--- src/rtl/wb_bridge_pkg.sv ---
// -----------------------------------------------------------------------------
// wb_bridge_pkg
// Shared definitions for the Wishbone channel bridge. It holds the bridge FSM
// state encoding, the error read-back word, the channel index width and the
// bit positions of the fields in the optional status register (built with
// WB_BRIDGE_STATUS_EN).
// -----------------------------------------------------------------------------
package wb_bridge_pkg;

   typedef enum logic [1:0] {
      ST_IDLE   = 2'd0,
      ST_ACCESS = 2'd1,
      ST_RESP   = 2'd2
   } state_t;

   // Returned for unmapped accesses and for timed-out transfers.
   localparam logic [31:0] ERR_DATA = 32'hFFFF_FFFF;

   // Width of the channel index. Eight channels at most.
   localparam int CH_W = 3;

   // Status register layout: {timeout_cnt, 8'h0, NCH[3:0], 3'b0, timeout}
   localparam int STAT_TO_BIT  = 0;
   localparam int STAT_NCH_LSB = 4;
   localparam int STAT_NCH_W   = 4;
   localparam int STAT_CNT_LSB = 16;
   localparam int STAT_CNT_W   = 16;

endpackage

--- src/rtl/wb_addr_decode.sv ---
// -----------------------------------------------------------------------------
// wb_addr_decode
// Combinational address decode for the channel bridge. The channel index is
// taken from the address relative to BASE_ADR, one window of 2^WIN_BITS bytes
// per channel.
//   i_adr     : Wishbone byte address
//   o_ch      : channel index (only meaningful when o_mapped is 1)
//   o_mapped  : address lies inside one of the NCH channel windows
//   o_offset  : byte offset inside the channel window
// -----------------------------------------------------------------------------
module wb_addr_decode
   import wb_bridge_pkg::*;
#(
   parameter int          NCH      = 4,
   parameter logic [31:0] BASE_ADR = 32'h3000_0000,
   parameter int          WIN_BITS = 12
) (
   input  logic [31:0]         i_adr,
   output logic [CH_W-1:0]     o_ch,
   output logic                o_mapped,
   output logic [WIN_BITS-1:0] o_offset
);

   logic [31:0] w_diff;
   logic [31:0] w_idx;

   assign w_diff   = i_adr - BASE_ADR;
   assign w_idx    = w_diff >> WIN_BITS;
   assign o_ch     = w_idx[CH_W-1:0];
   // The full-width index is compared so a far-away address cannot alias
   // back onto a valid channel through the truncated index.
   assign o_mapped = (i_adr >= BASE_ADR) && (w_idx < 32'(NCH));
   assign o_offset = w_diff[WIN_BITS-1:0];

endmodule

--- src/rtl/wb_channel_bridge.sv ---
// -----------------------------------------------------------------------------
// wb_channel_bridge
// Management Wishbone slave that forwards each access to one of NCH downstream
// channels selected by address window. A transfer that no channel answers
// within TIMEOUT cycles is completed by the bridge with ERR_DATA and raises
// the sticky timeout flag plus a one-cycle interrupt pulse.
// Optional build macro WB_BRIDGE_STATUS_EN adds a status register at
// BASE_ADR + NCH*2^WIN_BITS holding the timeout counter and flag.
// Ports:
//   wb_clk_i, wb_rst_i        : clock, synchronous active-high reset
//   wbs_cyc_i .. wbs_dat_i    : Wishbone slave request
//   wbs_ack_o, wbs_dat_o      : Wishbone slave response
//   ch_cyc_o, ch_stb_o        : one-hot downstream channel select
//   ch_we_o .. ch_dat_o       : shared downstream request fields
//   ch_dat_i, ch_ack_i        : per-channel read data / acknowledge
//   timeout_o, irq_o          : sticky timeout flag, timeout interrupt pulse
// -----------------------------------------------------------------------------
module wb_channel_bridge
   import wb_bridge_pkg::*;
#(
   parameter int          NCH      = 4,
   parameter logic [31:0] BASE_ADR = 32'h3000_0000,
   parameter int          WIN_BITS = 12,
   parameter int          TIMEOUT  = 16
) (
   input  logic                wb_clk_i,
   input  logic                wb_rst_i,
   input  logic                wbs_cyc_i,
   input  logic                wbs_stb_i,
   input  logic                wbs_we_i,
   input  logic [3:0]          wbs_sel_i,
   input  logic [31:0]         wbs_adr_i,
   input  logic [31:0]         wbs_dat_i,
   output logic                wbs_ack_o,
   output logic [31:0]         wbs_dat_o,
   output logic [NCH-1:0]      ch_cyc_o,
   output logic [NCH-1:0]      ch_stb_o,
   output logic                ch_we_o,
   output logic [3:0]          ch_sel_o,
   output logic [WIN_BITS-1:0] ch_adr_o,
   output logic [31:0]         ch_dat_o,
   input  logic [NCH*32-1:0]   ch_dat_i,
   input  logic [NCH-1:0]      ch_ack_i,
   output logic                timeout_o,
   output logic                irq_o
);

   localparam logic [15:0] TO_LAST = 16'(TIMEOUT - 1);

   state_t              r_state;
   logic                r_wbs_ack;
   logic [31:0]         r_wbs_dat;
   logic [NCH-1:0]      r_ch_req;
   logic                r_ch_we;
   logic [3:0]          r_ch_sel;
   logic [WIN_BITS-1:0] r_ch_adr;
   logic [31:0]         r_ch_dat;
   logic [15:0]         r_cnt;
   logic                r_timeout;
   logic                r_irq;

   logic [CH_W-1:0]     w_ch;
   logic                w_mapped;
   logic [WIN_BITS-1:0] w_offset;
   logic [NCH-1:0]      w_onehot;
   logic [NCH-1:0]      w_ack_hit;
   logic [31:0]         w_dat_term [NCH];
   logic [31:0]         w_dat_mux;
   logic                w_any_ack;

   wb_addr_decode #(
      .NCH      (NCH),
      .BASE_ADR (BASE_ADR),
      .WIN_BITS (WIN_BITS)
   ) u_decode (
      .i_adr    (wbs_adr_i),
      .o_ch     (w_ch),
      .o_mapped (w_mapped),
      .o_offset (w_offset)
   );

   // r_ch_req is the registered one-hot channel; gating acks and data with it
   // makes acks on any other channel invisible.
   genvar gi;
   generate
      for (gi = 0; gi < NCH; gi++) begin : g_ch
         assign w_onehot[gi]   = (w_ch == CH_W'(gi));
         assign w_ack_hit[gi]  = r_ch_req[gi] & ch_ack_i[gi];
         assign w_dat_term[gi] = r_ch_req[gi] ? ch_dat_i[32*gi +: 32] : 32'h0;
      end
   endgenerate

   always_comb begin
      w_dat_mux = 32'h0;
      for (int i = 0; i < NCH; i++) begin
         w_dat_mux = w_dat_mux | w_dat_term[i];
      end
   end

   assign w_any_ack = |w_ack_hit;

`ifdef WB_BRIDGE_STATUS_EN
   localparam logic [31:0] STATUS_ADR = BASE_ADR + (32'(NCH) << WIN_BITS);

   logic [15:0] r_to_cnt;
   logic        w_is_status;
   logic [31:0] w_status;

   assign w_is_status = (wbs_adr_i == STATUS_ADR);

   always_comb begin
      w_status = 32'h0;
      w_status[STAT_CNT_LSB +: STAT_CNT_W] = r_to_cnt;
      w_status[STAT_NCH_LSB +: STAT_NCH_W] = STAT_NCH_W'(NCH);
      w_status[STAT_TO_BIT]                = r_timeout;
   end
`endif

   always_ff @(posedge wb_clk_i) begin
      if (wb_rst_i) begin
         r_state   <= ST_IDLE;
         r_wbs_ack <= 1'b0;
         r_wbs_dat <= 32'h0;
         r_ch_req  <= '0;
         r_ch_we   <= 1'b0;
         r_ch_sel  <= 4'h0;
         r_ch_adr  <= '0;
         r_ch_dat  <= 32'h0;
         r_cnt     <= 16'h0;
         r_timeout <= 1'b0;
         r_irq     <= 1'b0;
`ifdef WB_BRIDGE_STATUS_EN
         r_to_cnt  <= 16'h0;
`endif
      end else begin
         r_wbs_ack <= 1'b0;
         r_irq     <= 1'b0;
         case (r_state)
            ST_IDLE: begin
               if (wbs_cyc_i && wbs_stb_i) begin
                  r_ch_we  <= wbs_we_i;
                  r_ch_sel <= wbs_sel_i;
                  r_ch_adr <= w_offset;
                  r_ch_dat <= wbs_dat_i;
                  r_cnt    <= 16'h0;
                  if (w_mapped) begin
                     r_ch_req <= w_onehot;
                     r_state  <= ST_ACCESS;
                  end
`ifdef WB_BRIDGE_STATUS_EN
                  else if (w_is_status) begin
                     r_wbs_ack <= 1'b1;
                     r_wbs_dat <= w_status;
                     if (wbs_we_i && wbs_dat_i[STAT_TO_BIT]) begin
                        r_timeout <= 1'b0;
                     end
                     r_state <= ST_RESP;
                  end
`endif
                  else begin
                     // Unmapped: answered directly, a write goes nowhere.
                     r_wbs_ack <= 1'b1;
                     r_wbs_dat <= ERR_DATA;
                     r_state   <= ST_RESP;
                  end
               end
            end

            ST_ACCESS: begin
               // Master abort wins over anything the channel does this cycle;
               // an ack wins over a timeout landing in the same cycle.
               if (!wbs_cyc_i) begin
                  r_ch_req <= '0;
                  r_state  <= ST_IDLE;
               end else if (w_any_ack) begin
                  r_ch_req  <= '0;
                  r_wbs_ack <= 1'b1;
                  r_wbs_dat <= w_dat_mux;
                  r_state   <= ST_RESP;
               end else if (r_cnt == TO_LAST) begin
                  r_ch_req  <= '0;
                  r_wbs_ack <= 1'b1;
                  r_wbs_dat <= ERR_DATA;
                  r_timeout <= 1'b1;
                  r_irq     <= 1'b1;
`ifdef WB_BRIDGE_STATUS_EN
                  if (r_to_cnt != 16'hFFFF) begin
                     r_to_cnt <= r_to_cnt + 16'h1;
                  end
`endif
                  r_state <= ST_RESP;
               end else begin
                  r_cnt <= r_cnt + 16'h1;
               end
            end

            ST_RESP: begin
               r_state <= ST_IDLE;
            end

            default: begin
               r_state <= ST_IDLE;
            end
         endcase
      end
   end

   assign wbs_ack_o = r_wbs_ack;
   assign wbs_dat_o = r_wbs_dat;
   assign ch_cyc_o  = r_ch_req;
   assign ch_stb_o  = r_ch_req;
   assign ch_we_o   = r_ch_we;
   assign ch_sel_o  = r_ch_sel;
   assign ch_adr_o  = r_ch_adr;
   assign ch_dat_o  = r_ch_dat;
   assign timeout_o = r_timeout;
   assign irq_o     = r_irq;

endmodule

--- config.mk ---
export PLATFORM = sky130hd
export DESIGN_NAME = wb_channel_bridge
export DESIGN_NICKNAME = d
export VERILOG_FILES = /design/src/rtl/wb_bridge_pkg.sv /design/src/rtl/wb_addr_decode.sv /design/src/rtl/wb_channel_bridge.sv
export SDC_FILE = /design/constraint.sdc
export NUM_CORES = 1
export LEC_CHECK = 0
export BUFFER_PORTS_ARGS = -buffer_cell sky130_fd_sc_hd__clkbuf_2
export CORE_AREA = 4 4 113 115
export DETAILED_ROUTE_END_ITERATION = 8
export DIE_AREA = 0 0 117 119
export PLACE_DENSITY = 0.76
export SYNTH_ARGS = -nofsm -noshare
export SYNTH_HDL_FRONTEND = slang
export SYNTH_SLANG_ARGS = --single-unit
--- constraint.sdc ---
create_clock -name wb_clk_i -period 2.4 [get_ports wb_clk_i]
set_input_delay 0.48 -clock wb_clk_i [delete_from_list [all_inputs] [get_ports wb_clk_i]]
set_output_delay 0.48 -clock wb_clk_i [all_outputs]
set_load 0.01 [all_outputs]
==> impl_metrics.py <==
metrics = {
    "outcome": {
        "status": "completed",
    },
    "synth": {
        "synth_edf_count": 0,
        "synthMuxAreaShare_pct": 1.18,
        "synth.net_count": 761,
        "yosys.area.top_type": "dfxtp_1",
        "synth_seq_cells": 106,
        "synthTopCellsByArea": "dfxtp_1 (45%), a22oi_1 (10%), nand2_1 (9.1%)",
        "synth_compound_area_share_pct": 30.4,
        "post_synth_inst_count": 555,
        "synth_top_family_by_area": "compound AO/OA/AOI/OAI gates",
        "async_flop_share_pct": 0,
        "synth_warnings": 0,
        "yosysSeqAreaShare_pct": 45.5,
        "synth_area_sq_um": 4670,
        "synth_flop_cell": "dfxtp_1",
        "avgSynthCellArea_sq_um": 8.41,
        "yosys.cell_types.count": 45,
        "synthSimpleGateAreaFrac_pct": 17.6,
        "synth_fa_ha_area_share_pct": 0.268,
        "synth_xor_area_share_pct": 0.375,
        "netlist.area_leader.share_pct": 45.5,
    },
    "worst_setup_path": {
        "reg2reg_depth": 6,
        "required_ps": 2670,
        "worstSetupEndpointType": "register",
        "r2r_slack_ps": 290,
        "arrival_ps": 2370,
        "path_depth": 6,
        "crit_family": "simple AND/OR/NAND/NOR gates",
        "crit_chain": "nand3b_1 > nor3_4 > a21oi_2 > buf_12 > or4_1 > a21oi_1",
        "crit_type": "reg2reg",
        "slowest_stage": "or4_1",
        "critPathLaunchType": "register",
        "cp_max_fo": 24,
        "crit_buf_inv": 1,
        "max_stage_delay_ps": 500,
    },
    "timing": {
        "setup_viol": 0,
        "holdWs_ps": 347,
        "period_minus_slack_ps": 2110,
        "finalCritPeriodShare_pct": 87.7,
        "drv_slew": 0,
        "tns_ps": 0,
        "max_freq_mhz": 475,
        "setup_slack_ps": 295,
        "hold_viol": 0,
        "rsz0062_at_grt": "no",
        "fin_skew_ps": 14.0,
        "slew-limit-headroom_pct": 56.6,
        "tightest_slew_ps": 650,
    },
    "finish": {
        "design_area_sq_um": 6540,
        "nets": 1032,
        "syn_to_final_growth_pct": 40.1,
        "stdcell_count": 978,
        "drive_gt1_share_pct": 40.8,
        "n_antenna_cell": 0,
        "layout_common_cells": "clkbuf_2 (295), nand2_1 (113), dfxtp_1 (106), a22oi_1 (64), a21oi_1 (60)",
        "final_common_cell": "clkbuf_2",
    },
    "clock_tree": {
        "cts.sinks": 106,
        "clock_latency_ps": 340,
        "root_buffer": "clkbuf_16",
        "cts_setup_buffers": 0,
        "path_clk_slew_ps": 80,
        "cts_resized": 0,
        "postCtsHoldBufs": 0,
        "cts_buffer_depth": 2,
        "cts_made_buffers": 9,
        "cts_tree": "yes",
        "cts_max_level": 3,
    },
    "drt": {
        "vias": 5203,
        "via_per_inst": 5.32,
        "drt_iter0_markers": 300,
        "drt-pass1-iter-count": 4,
        "routed_wl_mm": 15.9,
        "routedWlPerCell_microns": 16.3,
        "ant_nets": 0,
        "route.detailed.drc": 0,
    },
    "place": {
        "post_dp_cell_area_sq_um": 6260,
        "placedCellCount": 962,
        "port_buffers": 296,
        "post-place-ws_ps": 98.6,
        "finalWeightedCongestion": 0.856,
        "post-dp-hpwl_mm": 12.1,
    },
    "floorplanning": {
        "coreArea_sq_um": 11800,
        "dieArea_sq_um": 13900,
        "start_util_pct": 39.5,
        "die_h_microns": 119,
        "rows": 40,
        "io_pins": 297,
        "die_x_microns": 117,
    },
    "global_route": {
        "grt_pass1_vias": 5055,
        "grt_use_total_pct": 22.2,
        "overflow": 0,
        "grt_start_max_net_pins": 63,
        "grt_pass1_wl_mm": 24.8,
        "antenna_found_initial": 0,
    },
    "power": {
        "cellLeakagePower_nw": 2.88,
        "peakVddDrop_v": 0.000292,
        "p_per_area_nw_per_um2": 605,
    },
    "job": {
        "drv_cap": 0,
    },
    "min_path": {
        "min_path_type": "in2reg",
        "hold_depth": 3,
    },
}
## per-layer routing
layer / up-vias / track usage [%] / wire length, microns
met4: 0 / 10.2 / 666
met5: - / 0 / 0
met2: 249 / 38.1 / 7840
met3: 36 / 5.69 / 1340
met1: 2343 / 25.5 / 6060
li1: 2575 / - / -
## registers in the layout (all words and copies together) (netlist names), 2 cells and up
| signal | cells |
|---|---|
| ch_adr_o | 12 |
| wbs_dat_o | 32 |
| r_cnt | 16 |
| r_state | 2 |
| ch_sel_o | 4 |
| ch_cyc_o | 4 |
| ch_dat_o | 32 |
## worst register-to-register path, stage by stage (launching register included)
cell,delay [ps]
dfxtp_1,470
nand3b_1,280
nor3_4,370
a21oi_2,120
buf_12,170
or4_1,500
a21oi_1,140
## worst paths after layout
kind / from / endpoint
max: r_state[0] / r_cnt[13]
min: wbs_dat_i[26] / ch_dat_o[26]
min reg2reg: ch_sel_o[3] / ch_sel_o[3]
max reg2reg: r_state[0] / r_cnt[13]
## where the power goes
part           switching [W]  internal (W)  leakage, nW
clock               0.000683      0.000718        0.135
sequential         0.0000551       0.00187        0.870
combinational       0.000337      0.000291         1.87
## cell families (layout without fill, tap and decap cells)
group | count (synthesis) | count (layout)
compound gates | 211 | 211
simple gates | 175 | 175
flops | 106 | 106
buf+inv | 55 | 331
mux | 5 | 5
xor+xnor | 2 | 2
fa+ha+maj | 1 | 1
## per-stage QoR
stage,total power (W),utilization (%)
floorplan,0.00224,-
global placement,0.00259,53.0
detailed placement,0.00260,53.0
CTS,0.00401,55.4
global route,0.00415,55.4
finish,0.00396,55.4
## cell usage after synthesis, types with 2 or more instances
master / count
nor2_1: 14
nor2b_1: 2
buf_4: 4
nand4_1: 4
nand4b_1: 2
nand3_1: 9
a21oi_1: 60
mux2i_1: 4
or4_1: 8
a31oi_1: 32
clkbuf_1: 44
a22oi_1: 64
nand2_1: 113
nor3_2: 2
o21a_1: 33
o21ai_0: 5
xor2_1: 2
and2_1: 2
nor4b_1: 2
dfxtp_1: 106
a22o_1: 2
nor4_1: 4
inv_1: 5
nor3_1: 2
o31ai_1: 6
buf_2: 2
a2111oi_0: 2
or3_1: 3
## area by class of cell
cell class                      instances  area (sq um)
Tap cell                              147           184
Timing Repair Buffer                  310          1600
Clock inverter                          6          50.0
Inverter                                5          18.8
Sequential cell                       106          2120
Clock buffer                           10           229
Multi-Input combinational cell        394          2340
Fill cell                            1130          5270
No activity file was read; power rests on OpenSTA's default activity.
